**src/rtl/uart_alu_sequencer.sv**
```systemverilog
// Sequences three serial bytes (A, B, opcode) into registered ALU operands, then sends
// the captured ALU result back through the transmitter using a start/busy handshake.
module uart_alu_sequencer #(
    parameter int NB_DATA        = 8,
    parameter int NB_OP          = 6,
    parameter int TIMEOUT_CYCLES = 100000
) (
    input  logic               i_clock,
    input  logic               i_reset,
    input  logic [NB_DATA-1:0] i_rx_data,
    input  logic               i_rx_done,
    input  logic [NB_DATA-1:0] i_alu_result,
    input  logic               i_tx_busy,
    output logic [NB_DATA-1:0] o_data_a,
    output logic [NB_DATA-1:0] o_data_b,
    output logic [NB_OP-1:0]   o_operation,
    output logic [NB_DATA-1:0] o_tx_data,
    output logic               o_tx_start,
    output logic               o_frame_err,
    output logic [2:0]         o_state
);

    // Handshakes: i_rx_done is a one-cycle strobe qualifying i_rx_data, with no back-pressure;
    // bytes arriving while a result is in flight are dropped. o_tx_start is a one-cycle
    // request issued only while i_tx_busy is low; the transmitter then raises i_tx_busy for
    // the length of the transfer, and its fall releases the sequencer for the next frame.

    localparam int CNT_W = $clog2(TIMEOUT_CYCLES);
    localparam logic [CNT_W-1:0] CNT_LIMIT = CNT_W'(TIMEOUT_CYCLES - 1);

    typedef enum logic [2:0] {
        ST_A       = 3'd0,
        ST_B       = 3'd1,
        ST_OP      = 3'd2,
        ST_EXEC    = 3'd3,
        ST_SEND    = 3'd4,
        ST_TX_BUSY = 3'd5,
        ST_TX_DONE = 3'd6
    } state_t;

    state_t           state_q;
    state_t           state_d;
    logic [CNT_W-1:0] idle_cnt_q;
    logic             wait_byte;
    logic             timeout_hit;

    assign o_state = state_q;

    // Only the middle of a frame is timed; a byte in the limit cycle still counts.
    assign wait_byte   = (state_q == ST_B) || (state_q == ST_OP);
    assign timeout_hit = wait_byte && !i_rx_done && (idle_cnt_q == CNT_LIMIT);

    always_comb begin
        state_d = state_q;
        case (state_q)
            ST_A: begin
                if (i_rx_done) state_d = ST_B;
            end
            ST_B: begin
                if (i_rx_done)        state_d = ST_OP;
                else if (timeout_hit) state_d = ST_A;
            end
            ST_OP: begin
                if (i_rx_done)        state_d = ST_EXEC;
                else if (timeout_hit) state_d = ST_A;
            end
            ST_EXEC: begin
                if (!i_tx_busy) state_d = ST_SEND;
            end
            ST_SEND: begin
                state_d = ST_TX_BUSY;
            end
            ST_TX_BUSY: begin
                if (i_tx_busy) state_d = ST_TX_DONE;
            end
            ST_TX_DONE: begin
                if (!i_tx_busy) state_d = ST_A;
            end
            default: begin
                state_d = ST_A;
            end
        endcase
    end

    always_ff @(posedge i_clock or negedge i_reset) begin
        if (!i_reset) begin
            state_q <= ST_A;
        end else begin
            state_q <= state_d;
        end
    end

    always_ff @(posedge i_clock or negedge i_reset) begin
        if (!i_reset) begin
            idle_cnt_q <= '0;
        end else if (wait_byte && !i_rx_done && !timeout_hit) begin
            idle_cnt_q <= idle_cnt_q + 1'b1;
        end else begin
            idle_cnt_q <= '0;
        end
    end

    always_ff @(posedge i_clock or negedge i_reset) begin
        if (!i_reset) begin
            o_data_a    <= '0;
            o_data_b    <= '0;
            o_operation <= '0;
            o_tx_data   <= '0;
            o_tx_start  <= 1'b0;
            o_frame_err <= 1'b0;
        end else begin
            // Registered Moore-style pulses, aligned with residency in ST_SEND / the abort.
            o_tx_start  <= (state_d == ST_SEND);
            o_frame_err <= timeout_hit;
            if (i_rx_done) begin
                case (state_q)
                    ST_A:    o_data_a    <= i_rx_data;
                    ST_B:    o_data_b    <= i_rx_data;
                    ST_OP:   o_operation <= i_rx_data[NB_OP-1:0];
                    default: ;
                endcase
            end
            // The ALU sees the new opcode one cycle after capture, so sample while waiting here.
            if (state_q == ST_EXEC) begin
                o_tx_data <= i_alu_result;
            end
        end
    end

endmodule
```
**config.mk**
```make
export PLATFORM = sky130hd
export DESIGN_NAME = uart_alu_sequencer
export DESIGN_NICKNAME = d
export VERILOG_FILES = /design/src/rtl/uart_alu_sequencer.sv
export SDC_FILE = /design/constraint.sdc
export NUM_CORES = 1
export LEC_CHECK = 0
export CAP_MARGIN = 20
export CORE_ASPECT_RATIO = 1.1
export CORE_UTILIZATION = 49
export CTS_CLUSTER_DIAMETER = 50
export DETAILED_ROUTE_END_ITERATION = 10
export PLACE_DENSITY = 0.79
export SYNTH_ARGS = -nofsm -noshare
export SYNTH_HDL_FRONTEND = slang
export SYNTH_SLANG_ARGS = --single-unit
```
**constraint.sdc**
```tcl
create_clock -name i_clock -period 2.1 [get_ports i_clock]
set_input_delay 0.21 -clock i_clock [delete_from_list [all_inputs] [get_ports i_clock]]
set_output_delay 0.21 -clock i_clock [all_outputs]
set_load 0.03 [all_outputs]
```
# Word-level counts from Yosys, hierarchy flattened
# Cells that the tools add are included.
op_classes:
  addsub: 1
  eq_ne: 8
  mux: 9
  n_reduce_logical: 10
op_table:
  columns: ["op", "count"]
  rows:
  - ["two-way mux 3 bit", 7]
  - ["one-hot mux 3 bit (7 select lines)", 1]
  - ["adder 17 x 1 -> 17 bit (second input constant)", 1]
  - ["equality test 17 bit (second input constant)", 1]
  - ["two-way mux 17 bit", 1]
  - ["equality test 3 bit (second input constant)", 4]
  - ["equality test 3 x 2 -> 1 bit (second input constant)", 2]
  - ["AND reduction 2 bit", 3]
  - ["equality test 3 x 1 -> 1 bit (second input constant)", 1]
  - ["logical AND 1 bit", 3]
  - ["zero test 3 bit", 1]
  - ["zero test 1 bit", 2]
  - ["logical OR 1 bit", 1]
totals:
  register_bits: 52
  elab_cells: 36

# Depth between registers and ports, before layout
depth:
  word_depth: 8
  mapped_depth: 6
  ltp_nobuf: 5

# Worst setup path before layout
# Ideal clock, no wire load.
synth_path:
  path_type: "register to register"
  from: "register state_q[0] (netlist: o_state[0])"
  to: "register o_data_b[0]"
  arrival_time_ns: 1.658
  setup_slack_ns: 0.317
  stages_incl_launch_ff: 5
  synth_period_minus_slack_ns: 1.783
  cell_sequence: "dfrtp_1 clkbuf_1 nand2_1 nor3_2 mux2_2"
synth_via:
  elab_chain_cells: 2
synth_lines:
  columns: ["element", "line_no", "text"]
  rows:
  - ["from (decl)", "41", "state_t state_q;"]
  - ["from (signal assigned)", "89", "state_q <= state_d;"]
  - ["equality test 3 x 1 -> 1 bit", "116", "case (state_q)"]
  - ["AND reduction 2 bit (no line)", null, null]
  - ["to (signal assigned)", "118", "ST_B: o_data_b <= i_rx_data;"]
  - ["to (decl)", "15", "output logic [NB_DATA-1:0] o_data_b,"]
# Every way passes these cells.
# A chain may end at the register's enable or synchronous reset.

# Worst setup path in the final report
layout_path:
  from: "register state_q[2] (netlist: o_state[2])"
  to: "output port o_state[2]"
layout_lines:
  columns: ["element", "line_no", "text"]
  rows:
  - ["to (decl)", "20", "output logic [2:0] o_state"]
# No word-level cell between the ends.

==> results.ini <==
[pwr]
power.leakage_uw=0.001182
vdd_drop_max_v=0.001044
powerDensity_nw_per_um2=1423
finalPower_uw=4214

[place]
place_hpwl_um=2911
gp_congestion=0.9147
pre_cts_slack_ns=0.2650
port_buffers=54
placed_area_um2=2856

[yosys]
yosys.area.top_type=dfrtp_1
synth_cell_type_count=32
yosysSeqAreaShare=0.5804
synthesis.area_um2=2242
ys.warnings.count=0
syn_inst=182
synth-seq-cells=52
syn-num-nets=203
synth.top_cells.by_area=dfrtp_1, mux2_2, xnor2_1
synth_top_area_frac=0.5804
syn_area_per_cell_um2=12.32

[cts]
clk_latency_ns=0.30
clock_sinks=52
cts_tree=built
path_clk_slew_ns=0.09
cts_max_path_buffers=2
htree_levels=2
cts_buffers=5
clock-root-buffer=clkbuf_8

[grt]
antenna_found_initial=0
grt_max_degree=33
overflow=0
grt_pass1_wl_um=6955
grt_pass1_vias=1497
grt_usage=0.1915

[route]
vias=1553
wl_per_cell_um=13.57
routed-wl-met2_um=2021
routed.top_layer=met4
drt_iter0_drc=60
finalWirelength_um=4044
drc_errors=0
m1WireLength_um=1807
ant_nets=0
drt-pass1-iter-count=4
wl_met3_um=137
vias_per_cell=5.211

[min_path]
worstHoldPathType=in -> async

[timing]
slew_headroom=0.6565
fin_setup_tns_ns=0
setup_violations=0
rsz0062_at_grt=no
worst_slew_pin_slew_ns=0.5125
worst_slack_ns=0.2590
fmax_mhz=543.2
fin_crit_sh=0.8767
finalHoldViolCount=0
slew_viol_final=0
finClkSkew_ns=0.007348
finalCriticalPeriod_ns=1.841

[status]
status=completed

[setup_path]
cp_max_fo=12
cp.arrival_ns=1.63
crit_start=o_state[2]
crit_family=buffers and inverters
endpoint_kind=primary output
worstPathRequired_ns=1.89
crit_type=reg -> out
path_cells=clkdlybuf4s50_1
crit_path_top_delay_cell=clkdlybuf4s50_1
path_buf_inv=1
cpPeakStageDelay_ns=0.74
reg2reg_from=idle_cnt_q[11]
startpoint_type=flop

[cells_and_area]
synthToLayoutAreaGrowth_pct=32.03
finalNetCount=264
antennaDiodeCount=0
final_layout_size_suffix_gt1_frac=0.2049
final_area_um2=2960
final_util=0.6809

[floorplanning]
dieArea_um2=4850
fp.dieH_um=72.95
die_w_um=66.50
start_util=0.5157
io_pins=55
coreArea_um2=4348
rows=25

[job]
cap_violations=0

## cell families after synthesis
kind of cell    after synthesis  synth area share
compound gates               11           0.03907
simple gates                 62            0.1434
buf+inv                      11           0.02232
flops                        52            0.5804
mux                          30            0.1507
fa+ha+maj                     1          0.005579
xor+xnor                     15           0.05860
## through the flow
step                      hold WS [ns]  std cells
after floorplan               -0.08559        182
after global placement          0.1958        289
after detailed placement        0.1987        289
after CTS                       0.4006        298
after global routing            0.4397        298
final                           0.3919        298
## sequential cells by signal (all words and copies together) (netlist names)
name	cells
o_data_b	8
o_data_a	8
o_state	3
o_tx_data	8
o_frame_err	1
idle_cnt_q	17
o_tx_start	1
o_operation	6
## metal layers
| layer | track usage | vias up |
|---|---|---|
| met1 | 0.2427 | 760 |
| li1 | - | 757 |
| met5 | 0 | - |
| met4 | 0.07801 | 0 |
| met3 | 0.03750 | 7 |
| met2 | 0.3209 | 29 |
## path summary, 6_finish.rpt
check,depth (start not counted),slack (ns),endpoint
hold reg to reg,1,0.50,idle_cnt_q[0]
min in group i_clock,1,0.50,idle_cnt_q[0]
max in group asynchronous,3,1.18,o_tx_data[1]
setup reg to reg,4,0.30,idle_cnt_q[8]
hold / removal,2,0.39,idle_cnt_q[2]
setup / recovery,1,0.26,o_state[2]
## timing repair
| action | 4_1_cts | 5_1_grt |
|---|---|---|
| gates resized for setup | 0 | 0 |
| hold endpoints to repair | 20 | 0 |
| hold buffers | 1 | 0 |
| buffers inserted | 0 | 0 |
## cells in the mapped netlist, drive strengths merged
library cell	n
dfrtp	52
mux2	30
nor2	25
xnor2	13
nand2	8
nor3	8
inv	7
nand3	6
nand4	5
nor4	5
a21o	2
a21oi	2
a31o	2
buf	2
clkbuf	2
xor2	2
a2111oi	1
a21boi	1
a41o	1
and3	1
ha	1
nand2b	1
nand3b	1
nor4b	1
o21ai	1
o41a	1
or4b	1
## where the power goes
part / internal (µW) / switching [µW] / leakage [µW]
logic: 974 / 1090 / 0.000483
clock network: 268 / 314 / 0.0000445
registers: 1340 / 227 / 0.000655
total: 2580 / 1630 / 0.00118
## cells in the final DEF (no fill, tap or decap), drive strengths merged, types with 2 or more instances in the layout
cell type	synthesis	final
xnor2	13	13
clkbuf	2	7
nand4	5	5
dfrtp	52	52
nand3	6	6
buf	2	4
xor2	2	2
inv	7	7
a21o	2	2
mux2	30	30
nor2	25	25
nand2	8	8
a21oi	2	2
nor4	5	5
clkdlybuf4s50	0	53
a31o	2	2
nor3	8	8
## area by class of cell
class	count	area [µm²]
Fill cell	333	1388
Sequential cell	52	1301
Clock buffer	7	86.33
Multi-Input combinational cell	119	890.9
Tap cell	54	67.56
Inverter	7	26.28
Clock inverter	1	7.507
Timing Repair Buffer	58	580.6
No activity file was read; power rests on OpenSTA's default activity.
